<file path="src/rtl/cpu_types_pkg.sv">
// rtl/cpu_types_pkg.sv - shared types for the cache/memory responder
package cpu_types_pkg;

  localparam int WORD_W = 32;

  typedef logic [WORD_W-1:0] word_t;

  typedef enum logic [1:0] {OWN_NONE, OWN_I, OWN_D} arb_owner_t;

  typedef enum logic {RESP_IDLE, RESP_BUSY} resp_state_t;

endpackage

</file>
<file path="src/rtl/mem_arb_pick.sv">
// rtl/mem_arb_pick.sv - combinational grant selection between icache and dcache (CACHE_ARB_FAIR_EN selects alternation)
module mem_arb_pick
  import cpu_types_pkg::*;
(
  input  logic       i_req,
  input  logic       d_req,
  input  arb_owner_t last_owner,
  output arb_owner_t grant
);

  arb_owner_t tie_pick;

`ifdef CACHE_ARB_FAIR_EN
  // On a tie, hand the port to whichever master did not finish the last burst.
  assign tie_pick = (last_owner == OWN_D) ? OWN_I : OWN_D;
`else
  // Strict priority: dcache always wins a tie; last_owner only matters for alternation.
  logic unused_last_owner;
  assign tie_pick          = OWN_D;
  assign unused_last_owner = ^last_owner;
`endif

  // Pick the single master to serve next from the live request lines.
  always_comb begin
    grant = OWN_NONE;
    if (d_req && i_req) begin
      grant = tie_pick;
    end else if (d_req) begin
      grant = OWN_D;
    end else if (i_req) begin
      grant = OWN_I;
    end
  end

endmodule

</file>
<file path="src/rtl/cache_mem_responder.sv">
// rtl/cache_mem_responder.sv - memory-side responder for icache/dcache word requests (CACHE_ARB_FAIR_EN)
module cache_mem_responder
  import cpu_types_pkg::*;
#(
  parameter int BURST_LEN = 2,
  parameter int ADDR_W    = 32
) (
  input  logic              CLK,
  input  logic              RST,
  input  logic              iREN,
  input  logic [ADDR_W-1:0] iaddr,
  output word_t             iload,
  output logic              iwait,
  input  logic              dREN,
  input  logic              dWEN,
  input  logic [ADDR_W-1:0] daddr,
  input  word_t             dstore,
  output word_t             dload,
  output logic              dwait,
  output logic              ramREN,
  output logic              ramWEN,
  output logic [ADDR_W-1:0] ramaddr,
  output word_t             ramstore,
  input  word_t             ramload,
  input  logic              ram_ready
);

  localparam int BEAT_W = $clog2(BURST_LEN) + 1;

  resp_state_t       state, state_n;
  arb_owner_t        owner, owner_n;
  arb_owner_t        last_owner, last_owner_n;
  arb_owner_t        grant;
  logic [BEAT_W-1:0] beat, beat_n, beat_inc;
  logic              d_req;
  logic              owner_req;

  assign d_req    = dREN | dWEN;
  assign beat_inc = beat + 1'b1;

  mem_arb_pick u_arb (
    .i_req      (iREN),
    .d_req      (d_req),
    .last_owner (last_owner),
    .grant      (grant)
  );

  // State register: FSM state, current owner, beat count and last burst owner.
  always_ff @(posedge CLK) begin
    if (RST) begin
      state      <= RESP_IDLE;
      owner      <= OWN_NONE;
      beat       <= '0;
      last_owner <= OWN_I;
    end else begin
      state      <= state_n;
      owner      <= owner_n;
      beat       <= beat_n;
      last_owner <= last_owner_n;
    end
  end

  // Next state plus pass-through of the owner's live request to RAM; reset masks any completion.
  always_comb begin
    state_n      = state;
    owner_n      = owner;
    beat_n       = beat;
    last_owner_n = last_owner;
    owner_req    = 1'b0;
    iwait        = 1'b1;
    dwait        = 1'b1;
    iload        = '0;
    dload        = '0;
    ramREN       = 1'b0;
    ramWEN       = 1'b0;
    ramaddr      = '0;
    ramstore     = '0;

    if (!RST && state == RESP_BUSY) begin
      case (owner)
        OWN_D: begin
          owner_req = d_req;
          ramWEN    = dWEN;
          ramREN    = dREN & ~dWEN;
          ramaddr   = daddr;
          ramstore  = dstore;
          if (d_req && ram_ready) begin
            dwait = 1'b0;
            if (!dWEN) begin
              dload = ramload;
            end
          end
        end
        OWN_I: begin
          owner_req = iREN;
          ramREN    = iREN;
          ramaddr   = iaddr;
          if (iREN && ram_ready) begin
            iwait = 1'b0;
            iload = ramload;
          end
        end
        default: owner_req = 1'b0;
      endcase
    end

    case (state)
      RESP_IDLE: begin
        if (grant != OWN_NONE) begin
          state_n = RESP_BUSY;
          owner_n = grant;
          beat_n  = '0;
        end
      end
      RESP_BUSY: begin
        if (!owner_req) begin
          state_n = RESP_IDLE;
          owner_n = OWN_NONE;
          beat_n  = '0;
        end else if (ram_ready) begin
          if (beat_inc == BEAT_W'(BURST_LEN)) begin
            state_n      = RESP_IDLE;
            owner_n      = OWN_NONE;
            beat_n       = '0;
            last_owner_n = owner;
          end else begin
            beat_n = beat_inc;
          end
        end
      end
      default: begin
        state_n = RESP_IDLE;
        owner_n = OWN_NONE;
        beat_n  = '0;
      end
    endcase
  end

endmodule
</file>
<file path="config.mk">
export PLATFORM = sky130hd
export DESIGN_NAME = cache_mem_responder
export DESIGN_NICKNAME = d
export VERILOG_FILES = /design/src/rtl/cpu_types_pkg.sv /design/src/rtl/mem_arb_pick.sv /design/src/rtl/cache_mem_responder.sv
export SDC_FILE = /design/constraint.sdc
export NUM_CORES = 1
export LEC_CHECK = 0
export CORE_AREA = 4 4 100 102
export CTS_BUF_LIST = sky130_fd_sc_hd__clkbuf_2
export DETAILED_ROUTE_END_ITERATION = 8
export DIE_AREA = 0 0 104 106
export PLACE_DENSITY = 0.79
export SLEW_MARGIN = 20
export SYNTH_ARGS = -nofsm -noshare
export SYNTH_HDL_FRONTEND = slang
export SYNTH_SLANG_ARGS = --single-unit
export TNS_END_PERCENT = 5
</file>
<file path="constraint.sdc">
create_clock -name CLK -period 2 [get_ports CLK]
set_clock_uncertainty 0.2 [all_clocks]
set_input_delay 0.3 -clock CLK [delete_from_list [all_inputs] [get_ports CLK]]
set_output_delay 0.3 -clock CLK [all_outputs]
set_load 0.1 [all_outputs]
</file>
Word-level counts from Yosys, hierarchy flattened
Index checks and enable logic that the tools add are counted.

Register bits after elaboration: 5. Input port bits: 134. Output and inout port bits: 132. Logic and storage cells: 63.

$add $sub $neg: 1. Equality and inequality tests: 6. Multiplexer cells: 41. Bitwise gates (word level): 4. Reductions and logical operators: 8.

Operator list (number): $mux 32 (10); $pmux 32 s2 (1); $mux 2 (10); $mux 1 (15); $pmux 2 s2 (2); $pmux 1 s2 (3); $eq 2x2->1 const B (2); $logic_and 1x1->1 (4); $ne 3x2->1 const B (1); $ne 3x3->1 const B (1); $reduce_and 3->1 (1); $add 2x1->2 const B (1); $eq 2x1->1 const B (1); $ne 2x2->1 const B (1); $not 1->1 (2); $reduce_and 2->1 (1); $reduce_bool 2->1 (1); $and 1x1->1 (1); $logic_not 1->1 (1); $or 1x1->1 (1).

Logic depth before layout (Yosys ltp)
Gate-level depths: netlist of run 1.

Word-level depth: 6. Gate-level depth with buffers: 7. Mapped depth without buffers: 6.

Cells and area by module
A second synthesis of run 1 with hierarchy kept.

Cell total of the unflattened synthesis: 238. Area, all modules: 1503.9 um^2.

Modules (own cells, without submodules): cache_mem_responder (instances 1, cells an instance 236, area each 1493.9 um^2, seq. area each 140.1 um^2); mem_arb_pick (instances 1, cells an instance 2, area each 10.0 um^2, seq. area each 0.0 um^2).

Worst setup path before layout of run 1
Ideal clock, no wire load.

Path kind: register to output. From: register owner[0]. To: output port ramaddr[10]. Data arrival time: 2641 ps. Data required time: 1500 ps. Slack: -1141 ps. Cell stages (with the launch flop): 7. Buffers on the path: 2. Cells stage by stage: dfxtp_1 inv_1 ha_1 or3b_1 buf_2 clkbuf_1 nor2_1.

Cells in the longest elaborated chain, start to end: 3. Elaborated cells on any way between the ends: 4. Those cells by class: eq/ne (2); mux (2).

Ends and longest elaborated chain: from (decl) (RTL line cache_mem_responder.sv:31) `arb_owner_t owner, owner_n;`; from (signal assigned) (RTL line cache_mem_responder.sv:57) `owner <= owner_n;`; $eq 2x1->1 or $eq 2x2->1 (tied branches) (RTL line cache_mem_responder.sv:80) `case (owner)`; $pmux 32 s2 * (RTL line cache_mem_responder.sv:80); $mux 32 * (RTL line cache_mem_responder.sv:79) `if (!RST && state == RESP_BUSY) begin`; to (decl) (RTL line cache_mem_responder.sv:22) `output logic [ADDR_W-1:0] ramaddr,`.

Mark *: on every way between the ends. The rest lies on a longest branch, timed or not.

Worst setup path after layout of run 1
From: register owner[0]. To: output port ramaddr[2].

The elaborated chain is that of the path after synthesis.

==> results of run 1 <==
cell type report:
type,count,area [um^2],share of cell area
timing repair buffer,288,4260,0.692
clock buffer,4,20.0,0.00325
inverter,3,13.8,0.00223
sequential,5,103,0.0167
multi-input combinational,194,1620,0.263
tap,111,139,0.0225
sequential cells by signal (all words and copies together), names as in the netlist:
name / cells
beat: 2
state: 1
owner: 2
kinds of logic after synthesis:
kind of cell,Yosys count,synth area share
and+or+nand+nor,149,0.601
AOI/OAI and AO/OA,43,0.219
buffers and inverters,28,0.0926
DFF,5,0.0699
adders and majority gates,2,0.0175
repair_timing:
action	CTS	global route
pin swaps	8	9
setup endpoints to repair	135	135
gates cloned	1	0
resized for setup	33	11
endpoints found under the hold margin	0	0
buffers inserted	2	1
cells in the mapped netlist (2+ instances only):
master,n
and2_1,65
nor2_1,34
and3_1,33
a22oi_1,32
clkbuf_1,20
dfxtp_1,5
a21oi_1,3
buf_6,3
inv_1,3
nand2_1,3
nor3_1,3
o21ai_0,3
ha_1,2
nor2b_1,2
nor3b_1,2
path summary, 6_finish.rpt:
check	startpoint	end	slack, ns
worst max-delay path	owner[0]	ramaddr[2]	-0.29
worst min-delay path	beat[1]	beat[1]	0.29
worst max register to register	owner[0]	beat[1]	0.01
worst min register to register	beat[1]	beat[1]	0.29
per-stage QoR:
step	TNS [ns]	util	power (W)	cell area, um^2	hold WS (ns)
6_report	-21.69	0.676	0.000965	6160	0.286
5_1_grt	-29.61	0.676	0.00101	6160	0.308
4_1_cts	-24.06	0.671	0.000965	6110	0.285
3_5_place_dp	-39.80	0.656	0.000841	5980	0.275
3_3_place_gp	-33.81	0.656	0.000824	5980	0.259
2_1_floorplan	-24.48	-	0.000420	1830	0.169
power by group through the flow:
| stage | sequential [W] | clock (W) | combinational [W] |
|---|---|---|---|
| 2_1_floorplan | 0.000109 | 0 | 0.000311 |
| 3_3_place_gp | 0.000108 | 0 | 0.000716 |
| 3_5_place_dp | 0.000108 | 0 | 0.000733 |
| 4_1_cts | 0.000107 | 0.000109 | 0.000748 |
| 5_1_grt | 0.000108 | 0.000109 | 0.000792 |
| 6_report | 0.000107 | 0.000107 | 0.000751 |
layer usage:
layer / global-route usage / part of all wire
met5: 0 / 0
met4: 0.0427 / 0.017
met3: 0.0565 / 0.086
met2: 0.368 / 0.57
met1: 0.177 / 0.33
==> results.yml, run 1 <==
outcome:
  status: "complete, but fails checks"
  violations: "negative setup slack"
synth:
  synth_ff_type: "dfxtp_1"
  netlist-cell-type-count: 29
  syn-num-nets: 363
  syn_avg_cell_area_um2: 6.31
  ys_seq_elements: 5
  synth_area_um2: 1430
  syn_inst: 227
  synth_top_area_frac: 0.284
  synth_edf_count: 0
  yosys-top-cells-area: "and2_1 (28%), a22oi_1 (17%), and3_1 (14%), nor2_1 (8.9%), dfxtp_1 (7.0%)"
  ys_seq_area_frac: 0.0699
  async_flop_share: 0
  synth_top_area_cell: "and2_1"
  ys_warn_count: 0
setup_path:
  crit_top_cell: "buf_12"
  critPathMaxStageDelay_ns: 0.42
  criticalPathCategory: "reg -> out"
  path_depth: 6
  critical_path.top_delay_family: "simple AND/OR/NAND/NOR gates"
  end_kind: "output port"
  crit_chain: "inv_2, ha_4, or3b_4, buf_12, nor2_4, buf_12"
  cp_slowest_cell: "or3b_4"
  reg2reg_depth: 8
  arrival_ns: 1.79
  critical_path_required_ns: 1.50
  path_buf_inv: 3
  startpoint_type: "register"
  crit_fanout: 17
cts:
  clock_latency_ns: 0.24
  cts-root-buf: "clkbuf_2"
  max-clock-path-buffers: 2
  cts_hold_buf: 0
  clkSinkCount: 5
  tritoncts: "yes"
  numCtsBuffers: 3
  htreeDepth: 1
  clk_pin_slew_ns: 0.07
power:
  p_switching_w: 0.000413
  power_density_nw_per_um2: 157
  power_frac_seq: 0.111
  power_frac_clock: 0.111
  vdd_drop_max_v: 0.000163
  leakage_nw: 2.42
  p_int_w: 0.000553
  pwr-share-comb: 0.778
  p_sw_frac: 0.427
die:
  start_util: 0.157
  die_area_um2: 11000
  core_area_um2: 9110
  num_io_pins: 266
  fp-row-count: 35
  fp.dieW_um: 104
  dieHeight_um: 106
route:
  drcViolationCount: 0
  routed_via_density: 4.56
  drt-initial-drc-count: 69
  drt-total-wl_um: 10500
  ant_nets: 0
  wl_per_cell_um: 17.4
  dr_total_vias: 2759
  first_pass_iters: 4
run:
  cap_violations: 0
global_route:
  antenna_found_initial: 0
  grt.overflow.total: 0
  grt_pass1_wl_um: 16300
  grt_start_max_net_pins: 69
  grt_pass1_vias: 2930
  grt_usage: 0.182
timing:
  fin_crit_ns: 2.29
  grt_setup_unrepaired: "yes"
  final-max-slew-violation-count: 0
  final.setup.worst_slack_ns: -0.294
  min_period_over_period: 1.15
  hold_viol: 0
  setup_viol: 99
  worstMarginPinSlew_ns: 0.376
  slew_headroom: 0.748
  max_freq_mhz: 436
place:
  gp_congestion: 0.797
  pre_cts_ws_ns: -0.391
  dpl.hpwl_um: 9090
  dp.cells: 597
  port_buffers: 265
hold_path:
  hold_class: "reg -> reg"
  hold_depth: 1
cells_and_area:
  layout_commonest_cell: "buf_12"
  final_nets: 631
  final_cells: 605
  layout_common_cells: "buf_12 (139), clkdlybuf4s50_1 (131), and2_2 (42)"
  num_antenna_cells: 0
  drive_above_1_share: 0.559
  area_delta_synth_final_pct: 330
  num-fill-cells: 648
(Power assumes the default switching activity.)
==> run 2, diff against run 1 <==
Settings changed: SLEW_MARGIN 20 to 10.
==> results of run 2 <==
Final layout, timing and power as in run 1 (identical DEF).
